$ cat config.mk
export PLATFORM = sky130hd
export DESIGN_NAME = uart_cmd_responder
export DESIGN_NICKNAME = d
export VERILOG_FILES = /design/src/rtl/uart_cmd_responder.sv
export SDC_FILE = /design/constraint.sdc
export NUM_CORES = 1
export LEC_CHECK = 0
export BUFFER_PORTS_ARGS = -buffer_cell sky130_fd_sc_hd__buf_2
export CAP_MARGIN = 20
export CORE_MARGIN = 2
export CORE_UTILIZATION = 52
export CTS_CLUSTER_DIAMETER = 80
export DETAILED_ROUTE_END_ITERATION = 12
export MAX_ROUTING_LAYER = met4
export PLACE_DENSITY = 0.72
export RECOVER_POWER = 25
export SYNTH_ARGS = -nofsm -noshare
export SYNTH_HDL_FRONTEND = slang
export SYNTH_SLANG_ARGS = --single-unit
$ cat constraint.sdc
create_clock -name clk -period 5.3 [get_ports clk]
set_input_delay 1.06 -clock clk [delete_from_list [all_inputs] [get_ports clk]]
set_output_delay 1.06 -clock clk [all_outputs]
set_load 0.005 [all_outputs]
$ cat src/rtl/uart_cmd_responder.sv
// uart_cmd_responder
// Far-end responder for the host serial link. Parses single-byte read/write
// commands from the UART receiver byte stream, executes them on an 8-bit
// register bus and returns exactly one response byte to the UART transmitter.
//
//   Write : 'W'(0x57) addr data -> reply 'K'(0x4B)
//   Read  : 'R'(0x52) addr      -> reply read byte, or 'T'(0x54) on bus timeout
//   Other first byte            -> reply '?'(0x3F)
//
// Ports
//   clk, rst                    clock, asynchronous active-high reset
//   rx_data, rx_data_fresh      received byte and its one-cycle valid pulse
//   tx_data, tx_data_valid      response byte, held until tx_data_ack
//   tx_data_ack                 transmitter accepted the byte (one-cycle pulse)
//   reg_addr, reg_wdata         register bus address / write data
//   reg_we, reg_re              one-cycle write / read strobes
//   reg_rdata, reg_rdy          read data and its valid flag
//   busy                        high whenever a command is in progress
//   cmd_overrun                 sticky: byte arrived while not accepting
module uart_cmd_responder #(
  parameter int unsigned IDLE_TIMEOUT = 5_000_000,
  parameter int unsigned RD_TIMEOUT   = 256
) (
  input  logic       clk,
  input  logic       rst,
  input  logic [7:0] rx_data,
  input  logic       rx_data_fresh,
  output logic [7:0] tx_data,
  output logic       tx_data_valid,
  input  logic       tx_data_ack,
  output logic [7:0] reg_addr,
  output logic [7:0] reg_wdata,
  output logic       reg_we,
  output logic       reg_re,
  input  logic [7:0] reg_rdata,
  input  logic       reg_rdy,
  output logic       busy,
  output logic       cmd_overrun
);

  localparam logic [7:0] CMD_WR  = 8'h57;
  localparam logic [7:0] CMD_RD  = 8'h52;
  localparam logic [7:0] RSP_OK  = 8'h4B;
  localparam logic [7:0] RSP_TO  = 8'h54;
  localparam logic [7:0] RSP_UNK = 8'h3F;

  // Terminal counts: the timer value on which the timeout fires.
  localparam logic [23:0] GAP_LAST = 24'(IDLE_TIMEOUT - 1);
  localparam logic [15:0] RD_LAST  = 16'(RD_TIMEOUT - 1);

  typedef enum logic [2:0] {
    ST_IDLE     = 3'd0,
    ST_GET_ADDR = 3'd1,
    ST_GET_DATA = 3'd2,
    ST_RD_WAIT  = 3'd3,
    ST_SEND     = 3'd4
  } state_t;

  state_t      state_r, state_nxt_s;
  logic        is_write_r, is_write_nxt_s;
  logic [23:0] gap_r, gap_nxt_s;
  logic [15:0] rd_cnt_r, rd_cnt_nxt_s;
  logic [7:0]  tx_data_r, tx_data_nxt_s;
  logic        tx_valid_r, tx_valid_nxt_s;
  logic [7:0]  addr_r, addr_nxt_s;
  logic [7:0]  wdata_r, wdata_nxt_s;
  logic        we_r, we_nxt_s;
  logic        re_r, re_nxt_s;
  logic        overrun_r, overrun_nxt_s;
  logic        busy_r;
  logic        gap_expired_s;
  logic        rd_expired_s;

  assign gap_expired_s = (gap_r == GAP_LAST);
  assign rd_expired_s  = (rd_cnt_r == RD_LAST);

  // State and registered-output register with asynchronous reset.
  always_ff @(posedge clk or posedge rst) begin
    if (rst) begin
      state_r    <= ST_IDLE;
      is_write_r <= 1'b0;
      gap_r      <= 24'd0;
      rd_cnt_r   <= 16'd0;
      tx_data_r  <= 8'h00;
      tx_valid_r <= 1'b0;
      addr_r     <= 8'h00;
      wdata_r    <= 8'h00;
      we_r       <= 1'b0;
      re_r       <= 1'b0;
      overrun_r  <= 1'b0;
      busy_r     <= 1'b0;
    end else begin
      state_r    <= state_nxt_s;
      is_write_r <= is_write_nxt_s;
      gap_r      <= gap_nxt_s;
      rd_cnt_r   <= rd_cnt_nxt_s;
      tx_data_r  <= tx_data_nxt_s;
      tx_valid_r <= tx_valid_nxt_s;
      addr_r     <= addr_nxt_s;
      wdata_r    <= wdata_nxt_s;
      we_r       <= we_nxt_s;
      re_r       <= re_nxt_s;
      overrun_r  <= overrun_nxt_s;
      busy_r     <= (state_nxt_s != ST_IDLE);
    end
  end

  // Next-state logic. A fresh byte always takes priority over a gap timeout.
  always_comb begin
    state_nxt_s = state_r;
    case (state_r)
      ST_IDLE: begin
        if (rx_data_fresh) begin
          if ((rx_data == CMD_WR) || (rx_data == CMD_RD)) begin
            state_nxt_s = ST_GET_ADDR;
          end else begin
            state_nxt_s = ST_SEND;
          end
        end else begin
          state_nxt_s = ST_IDLE;
        end
      end
      ST_GET_ADDR: begin
        if (rx_data_fresh) begin
          state_nxt_s = is_write_r ? ST_GET_DATA : ST_RD_WAIT;
        end else if (gap_expired_s) begin
          state_nxt_s = ST_IDLE;
        end else begin
          state_nxt_s = ST_GET_ADDR;
        end
      end
      ST_GET_DATA: begin
        if (rx_data_fresh) begin
          state_nxt_s = ST_SEND;
        end else if (gap_expired_s) begin
          state_nxt_s = ST_IDLE;
        end else begin
          state_nxt_s = ST_GET_DATA;
        end
      end
      ST_RD_WAIT: begin
        if (reg_rdy || rd_expired_s) begin
          state_nxt_s = ST_SEND;
        end else begin
          state_nxt_s = ST_RD_WAIT;
        end
      end
      ST_SEND: begin
        if (tx_data_ack) begin
          state_nxt_s = ST_IDLE;
        end else begin
          state_nxt_s = ST_SEND;
        end
      end
      default: begin
        state_nxt_s = ST_IDLE;
      end
    endcase
  end

  // Next values of the registered outputs, timers and command latch.
  always_comb begin
    is_write_nxt_s = is_write_r;
    gap_nxt_s      = gap_r;
    rd_cnt_nxt_s   = rd_cnt_r;
    tx_data_nxt_s  = tx_data_r;
    tx_valid_nxt_s = tx_valid_r;
    addr_nxt_s     = addr_r;
    wdata_nxt_s    = wdata_r;
    we_nxt_s       = 1'b0;
    re_nxt_s       = 1'b0;
    overrun_nxt_s  = overrun_r;
    case (state_r)
      ST_IDLE: begin
        if (rx_data_fresh) begin
          if ((rx_data == CMD_WR) || (rx_data == CMD_RD)) begin
            is_write_nxt_s = (rx_data == CMD_WR);
            gap_nxt_s      = 24'd0;
          end else begin
            tx_data_nxt_s  = RSP_UNK;
            tx_valid_nxt_s = 1'b1;
          end
        end else begin
          gap_nxt_s = 24'd0;
        end
      end
      ST_GET_ADDR: begin
        if (rx_data_fresh) begin
          // Command codes here are plain address values; no resync.
          addr_nxt_s = rx_data;
          if (is_write_r) begin
            gap_nxt_s = 24'd0;
          end else begin
            re_nxt_s     = 1'b1;
            rd_cnt_nxt_s = 16'd0;
          end
        end else if (gap_expired_s) begin
          gap_nxt_s = 24'd0;
        end else begin
          gap_nxt_s = gap_r + 24'd1;
        end
      end
      ST_GET_DATA: begin
        if (rx_data_fresh) begin
          wdata_nxt_s    = rx_data;
          we_nxt_s       = 1'b1;
          tx_data_nxt_s  = RSP_OK;
          tx_valid_nxt_s = 1'b1;
        end else if (gap_expired_s) begin
          gap_nxt_s = 24'd0;
        end else begin
          gap_nxt_s = gap_r + 24'd1;
        end
      end
      ST_RD_WAIT: begin
        if (rx_data_fresh) begin
          overrun_nxt_s = 1'b1;
        end else begin
          overrun_nxt_s = overrun_r;
        end
        // reg_rdy is sampled in the reg_re cycle too, so a zero-wait slave works.
        if (reg_rdy) begin
          tx_data_nxt_s  = reg_rdata;
          tx_valid_nxt_s = 1'b1;
        end else if (rd_expired_s) begin
          tx_data_nxt_s  = RSP_TO;
          tx_valid_nxt_s = 1'b1;
        end else begin
          rd_cnt_nxt_s = rd_cnt_r + 16'd1;
        end
      end
      ST_SEND: begin
        if (rx_data_fresh) begin
          overrun_nxt_s = 1'b1;
        end else begin
          overrun_nxt_s = overrun_r;
        end
        if (tx_data_ack) begin
          tx_valid_nxt_s = 1'b0;
        end else begin
          tx_valid_nxt_s = 1'b1;
        end
      end
      default: begin
        tx_valid_nxt_s = 1'b0;
      end
    endcase
  end

  assign tx_data       = tx_data_r;
  assign tx_data_valid = tx_valid_r;
  assign reg_addr      = addr_r;
  assign reg_wdata     = wdata_r;
  assign reg_we        = we_r;
  assign reg_re        = re_r;
  assign busy          = busy_r;
  assign cmd_overrun   = overrun_r;

endmodule

==> Yosys cells after proc, flatten, opt, wreduce, memory -nomap -nowiden <==
Cells that the tools add are included.
{ "op_classes": {"addsub": 2, "multipliers": 0, "n_div": 0, "n_lt_le_gt_ge": 0, "eq_ne": 19, "n_shift": 0, "muxes": 40, "n_bitwise": 1, "n_reduce_logical": 16} }
{ "op_table": {"columns": ["op", "n"], "rows": [
  ["2-to-1 mux 24 bit", 6],
  ["one-hot mux 24 bit (3 select lines)", 1],
  ["2-to-1 mux 16 bit", 4],
  ["2-to-1 mux 8 bit", 5],
  ["one-hot mux 16 bit (2 select lines)", 1],
  ["adder 24 x 1 -> 24 bit, second input constant", 1],
  ["equality test 24 x 23 -> 1 bit, second input constant", 1],
  ["one-hot mux 8 bit (3 select lines)", 1],
  ["adder 16 x 1 -> 16 bit, second input constant", 1],
  ["equality test 16 x 8 -> 1 bit, second input constant", 1],
  ["equality test 8 x 7 -> 1 bit, second input constant", 2],
  ["inequality test 2 bit, second input constant", 8],
  ["2-to-1 mux 3 bit", 5],
  ["one-hot mux 3 bit (5 select lines)", 1],
  ["AND reduction 5 bit", 3],
  ["2-to-1 mux 1 bit", 13],
  ["inequality test 3 bit, second input constant", 3],
  ["nonzero test 3 bit", 3],
  ["equality test 3 x 2 -> 1 bit, second input constant", 2],
  ["AND reduction 2 bit", 3],
  ["one-hot mux 1 bit (5 select lines)", 1],
  ["2-to-1 mux 2 bit", 2],
  ["AND reduction 4 bit", 1],
  ["equality test 3 x 1 -> 1 bit, second input constant", 1],
  ["7 further kinds", 8]
]} }
{ "word_totals": {"register_bits": 73, "latch_bits": 0, "mem_bits_rw": 0, "mem_bits_ro": 0, "inputBits": 21, "out_inout_bits": 29, "word_cells": 90, "memories": 0} }

==> Logic depth before layout (Yosys ltp) <==
{ "logic_depth": {"depth_word": 6, "mapped_depth": 8, "ltp_nobuf": 6} }

==> Least setup slack after synthesis <==
OpenSTA, ideal clock, no wires.
{ "synth_timing": {"path_kind": "input port to flip-flop", "start": "input rx_data[5]", "end": "register gap_r[19]", "setup_ps": 78, "t_arrival_ps": 2476, "required_ps": 5222, "path_slack_ps": 2747, "path_stages": 5, "n_path_buf": 0, "path_cell_list": "nand4bb_1 o31ai_1 nand3_1 or4_1 a21oi_1"} }
{ "synth_via": {"elab_chain_len": 4, "elab_cells_between_ends": 5, "cone_classes": "3 x eq/ne; 2 x reduce/logical"} }
{ "synth_rtl": {"columns": ["item", "line_no", "rtl"], "rows": [
  ["start, declared", "26", "input logic [7:0] rx_data,"],
  ["equality test 8 x 7 -> 1 bit", "176", "if ((rx_data == CMD_WR) || (rx_data == CMD_RD)) begin"],
  ["logical OR 1 bit (*)", "176", null],
  ["inequality test 3 bit (no source line) (*)", null, null],
  ["AND reduction 4 bit (no source line) (*)", null, null],
  ["end signal, assigned", "95", "gap_r <= gap_nxt_s;"],
  ["end, declared", "61", "logic [23:0] gap_r, gap_nxt_s;"]
]} }
Mark *: on every way between the ends. The rest lies on a longest branch, timed or not.
A chain may end at the register's enable or synchronous reset.

==> Worst setup path in the final report <==
{ "layout_timing": {"start": "input rx_data_fresh", "end": "register gap_r[7]"} }
{ "layout_via": {"elab_chain_len": 2, "elab_cells_between_ends": 7, "cone_classes": "3 x eq/ne; 3 x mux; 1 x reduce/logical"} }
{ "layout_rtl": {"columns": ["item", "line_no", "rtl"], "rows": [
  ["start, declared", "27", "input logic rx_data_fresh,"],
  ["inequality test 3 bit (no source line) (tied with other cells)", null, null],
  ["AND reduction 4 bit (no source line) / one-hot mux 24 bit (3 select lines) (equally long branches)", null, null]
]} }
Several ways; a longest one is shown, not always the timed one.

==> summary.md <==
| Metric | Value |
|---|---|
| R2R Path End | gap_r[7]$_DFFE_PP0P_ |
| Mapped Nets | 386 |
| Async SR Flop Fraction | 1.000 |
| Distinct cells, synth | 52 |
| RSZ-0062 raised after global routing | false |
| Power per Cell Area | 260.5 nW/um^2 |
| F_max | 351.0 MHz |
| CP cell instances | clkbuf_1 -> or3b_1 -> a21oi_1 -> o21ai_1 -> nor2_1 -> a22o_1 |
| Setup Skew | 0.007179 ns |
| Seq/Total Area, Yosys | 0.4973 |
| Critical Path Fanout Max | 11 |
| Die W | slightly below 90 um |
| Pin count of the biggest net entering global routing | 39 |
| Root buffer cell | clkbuf_8 |
| CP Class | in -> reg |
| Maximum clock insertion buffer count | 2 |
| Pleak | 1.927 nW |
| H-tree levels | 3 |
| Cell Area, Synth | 3674 um^2 |
| Worst vdd ir | 0.1471 mV |
| Hold EP | tx_data[7]$_DFFE_PP0P_ |
| Area Overhead vs Synth | 14.27% |
| Hold-fix buffers, CTS | 0 |
| Clock Latency Late Sink | 0.34 ns |
| Die H | 88.05 um |
| Post-DP HPWL | approximately 5500 um |
| Startpoint types | primary input |
| Final Critical Period | 2.849 ns |
| Final Cycle Share | 0.5375 |
| Row count | 30 |
| Placed Area | 4009 um^2 |
| GRT Overall Usage | 0.2224 |
| GPL Wtd Cong | 0.8527 |
| Routed len/inst | 15.34 um |
| Fin. Hold Viols | 0 |
| Post-Syn Instances | 363 |
| TritonCTS sink count | 73 |
| DRC | 0 |
| Initial antenna violation count | 0 |
| CTS Buf Count | 9 |
| Status | finished clean |
| Final Cell Area | approximately 4200 um^2 |
| Hold path cells | 1 |
| Post-CTS sizing | 0 |
| Endpoint class of the critical path | register |
| Setup-failing EPs final | 0 |
| Final Max Tran Viols | 0 |
| Dpl cells | about 500 |
| Worst EP arrival | 3.12 ns |
| R2R cell count | 5 |
| Die area | around 7800 um^2 |
| Initial core utilization | 0.5377 |
| Startpoint of the worst register-to-register path | state_r[0]$_DFF_PP0_ |
| Dominant synthesized flop cell | dfrtp_1 |
| Avg Inst Size Synth | 10.12 um^2 |
| Post-synth EDFFs | 0 |
| # IOs | 50 |
| DRT antenna net count | 0 |
| Worst Max-Slew Pin Slew | 1.407 ns |
| Required @ worst endpoint | 5.57 ns |
| CP max stage cell | nor2_1 |
| Nets | roughly 440 |
| Port buffer count | 49 |
| Initial DRC count | 161 |
| Core area | 6832 um^2 |
| DR vias | around 3000 |
| Commonest non-fill, non-tap cells in the layout | dfrtp_1, buf_2, nor2_1 |
| Maxcap violations | 0 |
| Drt pass-1 iters | 4 |
| Pwr Total | 1.093 mW |
| Non-Filler Instances | 513 |
| Util after Layout | 0.6145 |
| Clk pin slew, worst setup/hold paths | around 0.08 ns |
| Min-delay worst type | reg -> reg |
| Final WL | ~7900 um |
| CTS tree | done |
| Ys Warns | 0 |
| Share of cells above drive strength 1 | 0.2182 |
| Min-delay src | tx_data[7]$_DFFE_PP0P_ |
| N_diodes | 0 |
| R2r setup slk | 2.75 ns |
| Relative slew margins | 0.06125 |
| Crit-path max cell delay | 0.63 ns |
| Final WS setup | 2.451 ns |
| Post-CTS setup repair buffer count | 0 |
| Hold Slack | 0.4994 ns |
| Via/cell ratio | 5.758 |
| GRT overflow | 0 |
| Commonest non-fill, non-tap cell in the layout | dfrtp_1 |
| Worst slack, placed | 2.170 ns |
| Number of global-route vias before repair | 2727 |
| TNS Setup | 0 ns |
| First-pass GRT wire length | 13040 um |
| Number of synthesized register bits | 73 |
[kinds of logic (layout without fill, tap and decap cells)]
kind of cell,count (synthesis),after routing,share of synthesized area
and+or+nand+nor,144,144,0.2183
AOI/OAI and AO/OA,76,76,0.1390
DFF,73,73,0.4973
buffers and inverters,30,84,0.03338
muxes,24,24,0.07187
xor gates and xnor gates,14,14,0.03338
adders and majority gates,2,2,0.006811
[power by group]
group | switching [mW] | internal (mW) | leakage (nW)
Clock | 0.211 | 0.217 | 0.0994
Combinational | 0.0575 | 0.0335 | 0.866
Sequential | 0.00801 | 0.566 | 0.962
[how the worst max path moves through the flow]
stage | startpoint | endpoint | slack [ns] | cells after the start
after floorplan | rst | busy$_DFF_PP0_ | 2.39 | 1
after global placement | rx_data[5] | gap_r[9]$_DFFE_PP0P_ | 2.20 | 7
after detailed placement | rx_data[5] | gap_r[7]$_DFFE_PP0P_ | 2.17 | 7
after CTS | rx_data[5] | gap_r[7]$_DFFE_PP0P_ | 2.52 | 7
after global routing | rx_data_fresh | gap_r[3]$_DFFE_PP0P_ | 2.32 | 6
final | rx_data_fresh | gap_r[7]$_DFFE_PP0P_ | 2.45 | 6
[sequential cells by signal (all words and copies together) (netlist names), 3 cells and up]
signal     cells
tx_data        8
reg_addr       8
rd_cnt_r      16
reg_wdata      8
gap_r         24
state_r        3
[routing by layer]
layer	share of wire	vias to the layer above	global-route usage	routed length, um
met3	0.049	7	0.05184	387
li1	-	1439	-	-
met4	0.0099	0	0.06474	78
met5	0	-	-	0
met1	0.47	1434	0.3051	3675
met2	0.47	74	0.3320	3728
[final cells by class]
class,count,area (um^2)
Timing Repair Buffer,53,270.3
Multi-Input combinational cell,260,1730
Sequential cell,73,1827
Inverter,15,56.30
Clock buffer,9,123.9
Clock inverter,7,70.07
Tap cell,96,120.1
Fill cell,610,2634
[synth_stat cells (all sizes together), types with 5 or more instances]
cell type / count / area share
a22o: 7 / 0.017
inv: 15 / 0.015
nor3: 6 / 0.0082
or4: 7 / 0.014
and3: 9 / 0.015
dfrtp: 73 / 0.50
nand3: 21 / 0.032
clkbuf: 10 / 0.010
xor2: 14 / 0.033
nand2: 22 / 0.025
a21oi: 19 / 0.029
nor4: 6 / 0.010
nand4: 16 / 0.027
mux2: 19 / 0.058
buf: 5 / 0.0078
o21ai: 22 / 0.030
nand2b: 5 / 0.0085
o31ai: 9 / 0.018
nor2: 28 / 0.029
mux2i: 5 / 0.014
and2: 5 / 0.0085
and4: 5 / 0.012
[critical path, delay by kind of cell]
family / cells / cell delay, ns
AND/OR/NAND/NOR: 2 / 1.01
AO/OA/AOI/OAI: 3 / 0.88
buffers and inverters: 1 / 0.17
(Power assumes the default switching activity.)
